`src/rtl/encoder8_3_serial.sv`:
```
// Serial 8-to-3 priority encoder: emits the index of every set bit of an accepted word, one beat per bit.
// Define ENC_ERR_EN to add the err_o port and emit a single error beat for an all-zero word.
module encoder8_3_serial #(
  parameter bit LSB_FIRST = 1'b1
) (
  input  logic       clk_i,
  input  logic       rst_ni,
  input  logic [7:0] in_word_i,
  input  logic       in_valid_i,
  output logic       in_ready_o,
  output logic [2:0] out_idx_o,
  output logic       out_valid_o,
  input  logic       out_ready_i,
  output logic       out_last_o,
  output logic [3:0] out_cnt_o
`ifdef ENC_ERR_EN
  ,
  output logic       err_o
`endif
);

  typedef enum logic {IDLE, BUSY} state_t;

  state_t     state_q, state_d;
  logic [7:0] mask_q, mask_d;
  logic [2:0] idx_q, idx_d;
  logic       last_q, last_d;
  logic [3:0] cnt_q, cnt_d;
  logic       fire, accept, zero_beat;
`ifdef ENC_ERR_EN
  logic       err_q, err_d;
`endif

  function automatic logic [3:0] popcount(input logic [7:0] m);
    logic [3:0] c;
    c = 4'd0;
    for (int i = 0; i < 8; i++) c = c + 4'(m[i]);
    return c;
  endfunction

  // Scan so the last hit found is the preferred end of the word.
  function automatic logic [2:0] pick(input logic [7:0] m);
    logic [2:0] r;
    r = 3'd0;
    if (LSB_FIRST) begin
      for (int i = 7; i >= 0; i--) if (m[i]) r = 3'(i);
    end else begin
      for (int i = 0; i < 8; i++) if (m[i]) r = 3'(i);
    end
    return r;
  endfunction

  always_comb begin
    fire       = (state_q == BUSY) && out_ready_i;
    in_ready_o = (state_q == IDLE) || (fire && last_q);
    accept     = in_valid_i && in_ready_o;
    state_d    = state_q;
    mask_d     = mask_q;
    cnt_d      = cnt_q;
    idx_d      = idx_q;
    last_d     = last_q;
    zero_beat  = 1'b0;
`ifdef ENC_ERR_EN
    err_d      = err_q;
`endif
    if (fire) begin
      mask_d = mask_q & ~(8'b1 << idx_q);
      if (last_q) begin
        state_d = IDLE;
        mask_d  = 8'h00;
`ifdef ENC_ERR_EN
        err_d   = 1'b0;
`endif
      end
    end
    if (accept) begin
      mask_d = in_word_i;
      cnt_d  = popcount(in_word_i);
      if (in_word_i != 8'h00) begin
        state_d = BUSY;
      end
`ifdef ENC_ERR_EN
      else begin
        state_d   = BUSY;
        zero_beat = 1'b1;
      end
      err_d = zero_beat;
`endif
    end
    // Index and last flag are precomputed from the next mask so the outputs come straight from flops.
    if (fire || accept) begin
      idx_d  = pick(mask_d);
      last_d = (popcount(mask_d) == 4'd1) || zero_beat;
    end
  end

  always_ff @(posedge clk_i or negedge rst_ni) begin
    if (!rst_ni) begin
      state_q <= IDLE;
      mask_q  <= 8'h00;
      idx_q   <= 3'd0;
      last_q  <= 1'b0;
      cnt_q   <= 4'd0;
`ifdef ENC_ERR_EN
      err_q   <= 1'b0;
`endif
    end else begin
      state_q <= state_d;
      mask_q  <= mask_d;
      idx_q   <= idx_d;
      last_q  <= last_d;
      cnt_q   <= cnt_d;
`ifdef ENC_ERR_EN
      err_q   <= err_d;
`endif
    end
  end

  assign out_valid_o = (state_q == BUSY);
  assign out_idx_o   = idx_q;
  assign out_last_o  = last_q;
  assign out_cnt_o   = cnt_q;
`ifdef ENC_ERR_EN
  assign err_o       = err_q;
`endif

endmodule

```
`config.mk`:
```
export PLATFORM = sky130hd
export DESIGN_NAME = encoder8_3_serial
export DESIGN_NICKNAME = d
export VERILOG_FILES = /design/src/rtl/encoder8_3_serial.sv
export SDC_FILE = /design/constraint.sdc
export NUM_CORES = 1
export LEC_CHECK = 0
export ABC_AREA = 1
export BUFFER_PORTS_ARGS = -buffer_cell sky130_fd_sc_hd__buf_2
export CAP_MARGIN = 15
export CORE_ASPECT_RATIO = 1.25
export CORE_MARGIN = 1.5
export CORE_UTILIZATION = 40
export CTS_BUF_LIST = sky130_fd_sc_hd__clkbuf_8 sky130_fd_sc_hd__clkbuf_16
export CTS_CLUSTER_SIZE = 40
export DETAILED_ROUTE_END_ITERATION = 6
export HOLD_SLACK_MARGIN = 0.12
export PLACE_DENSITY = 0.69
export SLEW_MARGIN = 20
export SYNTH_ARGS = -nofsm -noshare
export SYNTH_HDL_FRONTEND = slang
export SYNTH_SLANG_ARGS = --single-unit
```
`constraint.sdc`:
```
create_clock -name clk_i -period 11.2 [get_ports clk_i]
set_clock_uncertainty 0.15 [all_clocks]
set_input_delay 1.12 -clock clk_i [delete_from_list [all_inputs] [get_ports clk_i]]
set_output_delay 1.12 -clock clk_i [all_outputs]
set_load 0.03 [all_outputs]
```
=== After elaboration in Yosys (flattened, before gate mapping) ===
Index checks and enable logic that the tools add are counted.

* Add/sub/neg operators: 14
* Multiplexer cells: 15
* Shift-type cells: 1
* Reduce and logical (&&, ||, !) cells: 6
* Eq/ne operators: 1
* Bitwise operators: 3

{| class="wikitable"
|+ Operators with widths
! kind !! number
|-
| adder 4 x 1 -> 4 bit || 8
|-
| 2-to-1 mux 3 bit || 8
|-
| 2-to-1 mux 8 bit || 3
|-
| adder 3 x 1 -> 4 bit || 2
|-
| bitwise AND 8 bit || 1
|-
| NOT 8 bit || 1
|-
| nonzero test 8 bit || 1
|-
| << shifter 1 x 3 -> 8 bit (first input constant) || 1
|-
| adder 2 x 1 -> 3 bit || 2
|-
| adder 1 x 1 -> 2 bit || 2
|-
| == test 4 x 1 -> 1 bit (second input constant) || 1
|-
| 2-to-1 mux 1 bit || 4
|-
| logical AND 1 bit || 3
|-
| logical OR 1 bit || 2
|-
| NOT 1 bit || 1
|}

* Logic and storage cells: 45
* Input port bits: 12
* Output and inout bits: 10
* Flip-flop bits (word level): 17

=== Longest topological paths before layout ===
Gate-level depths: netlist of the first run.

* Word-level depth: 14
* Mapped depth: 19
* Depth with buffers taken out: 18

=== Worst setup path before layout of the first run ===
Ideal clock, no wire load.

* Path type: in2reg
* Start: input out_ready_i
* End: register last_q, in the netlist out_last_o
* Required time: 10967 ps
* Path slack: 6527 ps
* Stages: 18
* Path buffers: 2
* Arrival time: 4440 ps
* Setup time: 83 ps
* Cells stage by stage: nand2_2 > nand2_4 > nand2_4 > buf_6 > buf_6 > nand3_2 > o21ai_0 > fa_1 > inv_1 > fa_1 > fa_1 > inv_1 > ha_1 > inv_1 > fa_1 > o211ai_1 > a211o_1 > o21ai_0

* Word-level cells in the longest chain between the ends: 13
* Elaborated cells between the ends (all ways): 15
* Classes of those cells: 7 x add/sub; 1 x eq/ne; 2 x mux; 5 x reduce/logical

{| class="wikitable"
|+ Ends and longest elaborated chain
! what !! line !! text
|-
| start, declared || 13 || <nowiki>input logic out_ready_i,</nowiki>
|-
| logical AND 1 bit || 54 || <nowiki>fire = (state_q == BUSY) && out_ready_i;</nowiki>
|-
| logical AND 1 bit || 55 || <nowiki>in_ready_o = (state_q == IDLE) || (fire && last_q);</nowiki>
|-
| logical OR 1 bit || 55 ||
|-
| net in_ready_o || 10 || <nowiki>output logic in_ready_o,</nowiki>
|-
| logical AND 1 bit || 56 || <nowiki>accept = in_valid_i && in_ready_o;</nowiki>
|-
| 2-to-1 mux 8 bit || 76 || <nowiki>if (accept) begin</nowiki>
|-
| net mask_d[0] || 25 || <nowiki>logic [7:0] mask_q, mask_d;</nowiki>
|-
| adder 1 x 1 -> 2 bit || 37 || <nowiki>for (int i = 0; i < 8; i++) c = c + 4'(m[i]);</nowiki>
|-
| adder 2 x 1 -> 3 bit || 37 ||
|-
| adder 3 x 1 -> 4 bit || 37 ||
|-
| adder 4 x 1 -> 4 bit (4 in series) || 37 ||
|-
| == test 4 x 1 -> 1 bit || 93 || <nowiki>last_d = (popcount(mask_d) == 4'd1) || zero_beat;</nowiki>
|-
| end signal, assigned || 111 || <nowiki>last_q <= last_d;</nowiki>
|-
| end, declared || 27 || <nowiki>logic last_q, last_d;</nowiki>
|}

The timed path passes the listed nets, and every way through them passes these cells.
A chain may end at the register's enable or synchronous reset.

=== Final worst setup path of the first run ===
* Start: input out_ready_i
* End: register last_q, in the netlist out_last_o

* Word-level cells in the longest chain between the ends: 13
* Elaborated cells between the ends (all ways): 15
* Classes of those cells: 7 x add/sub; 1 x eq/ne; 2 x mux; 5 x reduce/logical

{| class="wikitable"
|+ Ends and longest elaborated chain
! what !! line
|-
| logical AND 1 bit (*) || 54
|-
| logical AND 1 bit || 55
|-
| logical OR 1 bit || 55
|-
| logical AND 1 bit || 56
|-
| 2-to-1 mux 8 bit (*) || 76
|-
| net mask_d[1] || 25
|-
| adder 1 x 1 -> 2 bit (*) || 37
|-
| adder 2 x 1 -> 3 bit (*) || 37
|-
| adder 3 x 1 -> 4 bit (*) || 37
|-
| adder 4 x 1 -> 4 bit (*) (4 in series) || 37
|-
| == test 4 x 1 -> 1 bit (*) || 93
|}

Mark *: on every way through the listed nets, which the timed path passes. The rest lies on a longest branch.

==> results of run 1 <==
==> final cells by class <==
class,instances,area (µm²)
well taps,36,45.0
fillers,305,1560
inverters,34,129
flip-flops and latches,17,425
repair buffers,21,105
multi-input cells,104,719
clock inverters,1,3.75
clock buffers,3,41.3
==> synthesized netlist by cell type (all sizes together) <==
master,instances
nand3b,1
dfrtp,17
nor3b,1
buf,3
nand2,36
nand3,9
a211o,1
nor2,11
o211ai,2
nand4,1
ha,7
inv,33
a31oi,2
a21oi,5
clkinv,1
o21ai,15
nor3,4
fa,8
xnor2,1
==> through the flow <==
stage | cells | total power [mW]
final | 216 | 0.422
after detailed placement | 212 | 0.379
after CTS | 216 | 0.426
after global placement | 212 | 0.368
after global routing | 216 | 0.465
after floorplan | 158 | 0.319
==> worst max-delay path, delay by kind of cell <==
family	cells	cell delay [ns]
buffers and inverters	5	0.40
and+or+nand+nor	4	0.41
AOI/OAI and AO/OA	4	0.61
adders and majority gates	5	2.04
==> layout by cell type, fill, tap and decap left out, drive strengths merged <==
| master | count |
|---|---|
| nor2 | 11 |
| nor3 | 4 |
| dfrtp | 17 |
| ha | 7 |
| nand2 | 36 |
| nor3b | 1 |
| nand3 | 9 |
| a31oi | 2 |
| inv | 34 |
| fa | 8 |
| nand4 | 1 |
| clkbuf | 3 |
| xnor2 | 1 |
| buf | 21 |
| a21oi | 5 |
| o211ai | 2 |
| o21ai | 15 |
| nand3b | 1 |
| a211o | 1 |
| clkinv | 1 |
==> logic make-up (layout without fill, tap and decap cells) <==
family | count (synthesis) | in the layout | share of synthesized area
xor+xnor | 1 | 1 | 0.00673
compound gates | 25 | 25 | 0.129
buf+inv | 37 | 59 | 0.120
simple gates | 63 | 63 | 0.227
flops | 17 | 17 | 0.327
fa+ha+maj | 15 | 15 | 0.190
==> worst paths after layout <==
kind	start	end	slack, ns	cells past startpoint
min reg2reg	out_cnt_o[0]$_DFFE_PN0P_	out_cnt_o[0]$_DFFE_PN0P_	0.33	2
max	out_ready_i	out_last_o$_DFFE_PN0P_	6.64	18
max reg2reg	out_last_o$_DFFE_PN0P_	out_last_o$_DFFE_PN0P_	7.14	17
max in group asynchronous	rst_ni	out_last_o$_DFFE_PN0P_	9.98	1
min in group asynchronous	rst_ni	out_cnt_o[0]$_DFFE_PN0P_	0.64	1
min	out_cnt_o[0]$_DFFE_PN0P_	out_cnt_o[0]$_DFFE_PN0P_	0.33	2
==> per-layer routing <==
layer  share of wire  wire length (µm)  global-route usage
met2            0.53              1390               0.305
met1            0.43              1120               0.189
met3           0.024                62              0.0224
met4           0.015                38              0.0625
met5               0                 0                   0
==> registers in the layout, indices dropped and copies added, names as in the netlist <==
signal	cells
out_idx_o	3
mask_q	8
out_cnt_o	4
out_valid_o	1
out_last_o	1
==> power groups by stage <==
stage / Combinational (mW) / Clock, mW / Sequential [mW]
after floorplan: 0.191 / 0 / 0.129
after global placement: 0.262 / 0 / 0.106
after detailed placement: 0.271 / 0 / 0.108
after CTS: 0.273 / 0.0457 / 0.107
after global routing: 0.305 / 0.0494 / 0.111
final: 0.269 / 0.0454 / 0.107
==> results by group, run 1 <==
Critical path
  • Kind of critical path: input port to register
  • CP max FO: 21
  • Worst Setup Start Kind: input port
  • CP Capture Type: register
  • Worst Path Required: 11.22 ns
  • Slowest cell on crit path: fa_1
  • CP peak stage delay: 0.50 ns
  • CP cell instances: buf_2 > nand2_2 > nand2_4 > nand2_4 > nor2_1 > a31oi_1 > inv_1 > fa_1 > inv_1 > fa_1 > fa_1 > inv_1 > ha_1 > inv_1 > fa_1 > o211ai_1 > a211o_1 > o21ai_0
  • Worst endpoint data arrival time: 4.58 ns

Floorplanning
  • I/O Pins: 22
  • Std cell rows: 22
  • Die footprint: 3610 µm²
  • Chip width: 54.0 µm
  • Effective utilization at floorplan: 0.430
  • Placeable Area: 3030 µm²
  • Die height: 66.8 µm

Synth
  • Top post-synthesis cells by area: dfrtp_1 33%, fa_1 12%, nand2_1 9.5%
  • Mapped Cells: 158
  • Mapped Area: 1300 µm²
  • Area leader, netlist: dfrtp_1
  • Yosys reg bits: 17
  • Synth warnings: 0
  • Syn_nets: 185
  • Yosys top cell area share: 0.327
  • Post-synth cell types: 30
  • Register area share after synthesis: 0.327
  • Syn Area/Cell: 8.24 µm²

Clocking
  • CTS tree: done
  • Postcts setup bufs: 0
  • CTS buffer count: 3
  • Resize count post-CTS: 0
  • Longest Clk Path Bufs: 2
  • Depth of the CTS H-tree: 1
  • Clock transition at the registers of the reported paths: 0.07 ns
  • CTS Hold Bufs: 0
  • CTS Root Cell: clkbuf_8
  • Clk sink count: 17
  • Clock Latency Late Sink: 0.25 ns

Placed design
  • Post-placement cell area: 1420 µm²
  • Post-place setup slack: 6.40 ns
  • Dpl hpwl: 2140 µm
  • PortBufs: 21
  • Gpl congestion: 0.937

Global route
  • GRT Total Usage: 0.167
  • Largest net degree at the start of global routing: 22
  • Number of global-route vias before repair: 1020
  • Grt ovf: 0
  • First-pass GRT wire length: 4310 µm
  • Initial antenna violation count: 0

Flow run
  • # Max-Cap Violations: 0

Pwr
  • NetSw: 0.207 mW
  • Combinational share of power: 0.639
  • Switch share: 0.490
  • Power Dens Cells: 287 nW/µm²
  • Internal: 0.215 mW
  • Seq pwr share: 0.254
  • Leak: 0.809 nW
  • Maximum vdd drop: 0.152 mV
  • Clock Power Share: 0.108

Drt
  • DRC violations left: 0
  • Vias: 1053
  • DR vias/cell: 4.88
  • First-pass DRT Iterations: 4
  • WL/cell: 12.1 µm
  • Drt total wl: 2610 µm
  • Antenna-violating nets left: 0
  • Number of DRC markers in iteration 0: 13

Run status
  • Status: completed

Cells and area
  • Fin area: 1470 µm²
  • Share of layout cells above drive strength 1: 0.222
  • Ant diodes: 0
  • Final core occ: 0.485
  • Final nets: 208
  • Layout overhead on the synthesized area: 12.9%

Timing
  • # setup viols final: 0
  • Period utilization: 0.407
  • Hold WS: 0.328 ns
  • Slew margin rel.: 0.716
  • Worst slew pin tran: 0.421 ns
  • Final hold viol count: 0
  • Fmax: 219 MHz
  • Final TNS setup: 0 ns
  • Slew Viols, Final: 0
  • Final setup margin: 6.64 ns
  • RSZ-0062 raised after global routing: false
  • Final min period: 4.56 ns

Min path
  • Hold WC Path Type: register to register
Note: power is estimated with default switching activity, not from simulation.
==> run 2: changes to the inputs <==
- clock period: 11.2 -> 4.35 ns (I/O delays scaled with it)
==> results by group, run 2 (synthesis results as in run 1) <==
Run status
  • Status: completed

Floorplanning
  • Die footprint: 3610 µm²
  • Effective utilization at floorplan: 0.430
  • Std cell rows: 22
  • Placeable Area: 3030 µm²
  • Die height: 66.8 µm
  • Chip width: 54.0 µm
  • I/O Pins: 22

Clocking
  • CTS buffer count: 3
  • Postcts setup bufs: 0
  • Clock transition at the registers of the reported paths: 0.07 ns
  • CTS Root Cell: clkbuf_8
  • Clk sink count: 17
  • Clock Latency Late Sink: 0.26 ns
  • CTS tree: done
  • Longest Clk Path Bufs: 2
  • Depth of the CTS H-tree: 1

Cells and area
  • Commonest non-fill, non-tap cell in the layout: nand2_1
  • Ant diodes: 0
  • Layout overhead on the synthesized area: 15.1%
  • Final core occ: 0.495
  • Register area: 427 µm²
  • Share of layout cells above drive strength 1: 0.236
  • FILL cells: 296
  • Area of the multi-input gates: 728 µm²
  • Top reg by flops: mask_q
  • Final nets: 210
  • Max FFs per register: 8
  • Most frequent cells in the layout: 33 x nand2_1, 32 x inv_1, 21 x buf_2

Global route
  • Initial antenna violation count: 0
  • First-pass GRT wire length: 4660 µm
  • GRT Total Usage: 0.180
  • Grt ovf: 0
  • Largest net degree at the start of global routing: 22
  • Number of global-route vias before repair: 1117

Critical path
  • Crit path buf inv count: 4
  • CP cell instances: inv_1 > nor3_1 > o21ai_0 > nand3_1 > o21ai_0 > fa_1 > inv_1 > fa_1 > fa_1 > inv_1 > ha_1 > inv_1 > fa_1 > o211ai_1 > a211o_1 > o21ai_0
  • Kind of critical path: register to register
  • Family with the most delay on the worst path: adder cells
  • Worst Path Required: 4.38 ns
  • Worst Setup Start Kind: register
  • CP max FO: 7
  • CP peak stage delay: 0.48 ns
  • CP Capture Type: register
  • Worst endpoint data arrival time: 4.06 ns
  • Slowest cell on crit path: fa_1

Timing
  • Worst slew pin tran: 0.383 ns
  • Final setup margin: 0.316 ns
  • Final TNS setup: 0 ns
  • Slew Viols, Final: 0
  • Slew margin rel.: 0.742
  • Hold WS: 0.310 ns
  • Fmax: 248 MHz
  • Final hold viol count: 0
  • Period utilization: 0.927
  • RSZ-0062 raised after global routing: false
  • # setup viols final: 0
  • Final min period: 4.03 ns

Pwr
  • Power Dens Cells: 740 nW/µm²
  • Leak: 0.811 nW
  • Maximum vdd drop: 0.387 mV

Placed design
  • Dpl hpwl: 2240 µm
  • Gpl congestion: 0.925
  • Post-place setup slack: 0.195 ns
  • PortBufs: 21

Drt
  • Number of DRC markers in iteration 0: 31
  • Drt total wl: 2740 µm
  • DR vias/cell: 4.95
  • Antenna-violating nets left: 0
  • WL/cell: 12.5 µm
  • First-pass DRT Iterations: 4
  • DRC violations left: 0
  • Vias: 1080

Flow run
  • # Max-Cap Violations: 0

Min path
  • Hold WC Path Type: input port to register
[run 2: path summary, 6_finish.rpt]
check	start	endpoint	slack, ns	depth (start not counted)
min in group asynchronous	rst_ni	mask_q[0]$_DFF_PN0_	0.48	2
hold / removal	in_word_i[7]	mask_q[7]$_DFF_PN0_	0.31	3
setup reg to reg	out_idx_o[1]$_DFFE_PN0P_	out_last_o$_DFFE_PN0P_	0.32	16
max in group asynchronous	rst_ni	out_idx_o[0]$_DFFE_PN0P_	3.26	2
setup / recovery	out_idx_o[1]$_DFFE_PN0P_	out_last_o$_DFFE_PN0P_	0.32	16
hold reg to reg	out_cnt_o[0]$_DFFE_PN0P_	out_cnt_o[0]$_DFFE_PN0P_	0.33	2
[run 2: final cells by class]
cell class | instances | area share
inverter | 34 | 0.0860
multi-input combinational | 104 | 0.486
timing repair buffer | 23 | 0.0819
sequential | 17 | 0.285
clock buffer | 3 | 0.0276
clock inverter | 1 | 0.00334
tap | 36 | 0.0301
[run 2: repair_timing]
item | in CTS | in global routing
resized for setup | 0 | 2
hold endpoints to repair | 17 | 0
hold buffers | 1 | 0
setup endpoints to repair | 0 | 1
[run 2: metal layers]
layer / vias up / wire length [µm] / global-route usage
li1: 541 / - / -
met1: 518 / 1170 / 0.209
met2: 16 / 1440 / 0.313
met3: 5 / 77 / 0.0202
met4: 0 / 51 / 0.0969
met5: - / 0 / 0
[run 2: worst register-to-register path, cell delays in order (launching register included)]
cell	delay (ns)
dfrtp_1	0.44
inv_1	0.15
nor3_1	0.06
o21ai_0	0.27
nand3_1	0.10
o21ai_0	0.18
fa_1	0.48
inv_1	0.08
fa_1	0.42
fa_1	0.44
inv_1	0.07
ha_1	0.15
inv_1	0.06
fa_1	0.48
o211ai_1	0.09
a211o_1	0.27
o21ai_0	0.07
[run 2: power breakdown]
group / total [mW] / internal (mW) / switching, mW
logic: 0.710 / 0.270 / 0.441
clock network: 0.122 / 0.0637 / 0.0583
registers: 0.276 / 0.227 / 0.0491
total: 1.11 / 0.560 / 0.548
[run 2: per-stage QoR]
stage               instances  instance area, µm²  power, mW
floorplan                 158                1300      0.821
global placement          213                1430      0.955
detailed placement        213                1430      0.994
CTS                       218                1490       1.12
global route              218                1500       1.23
finish                    218                1500       1.11
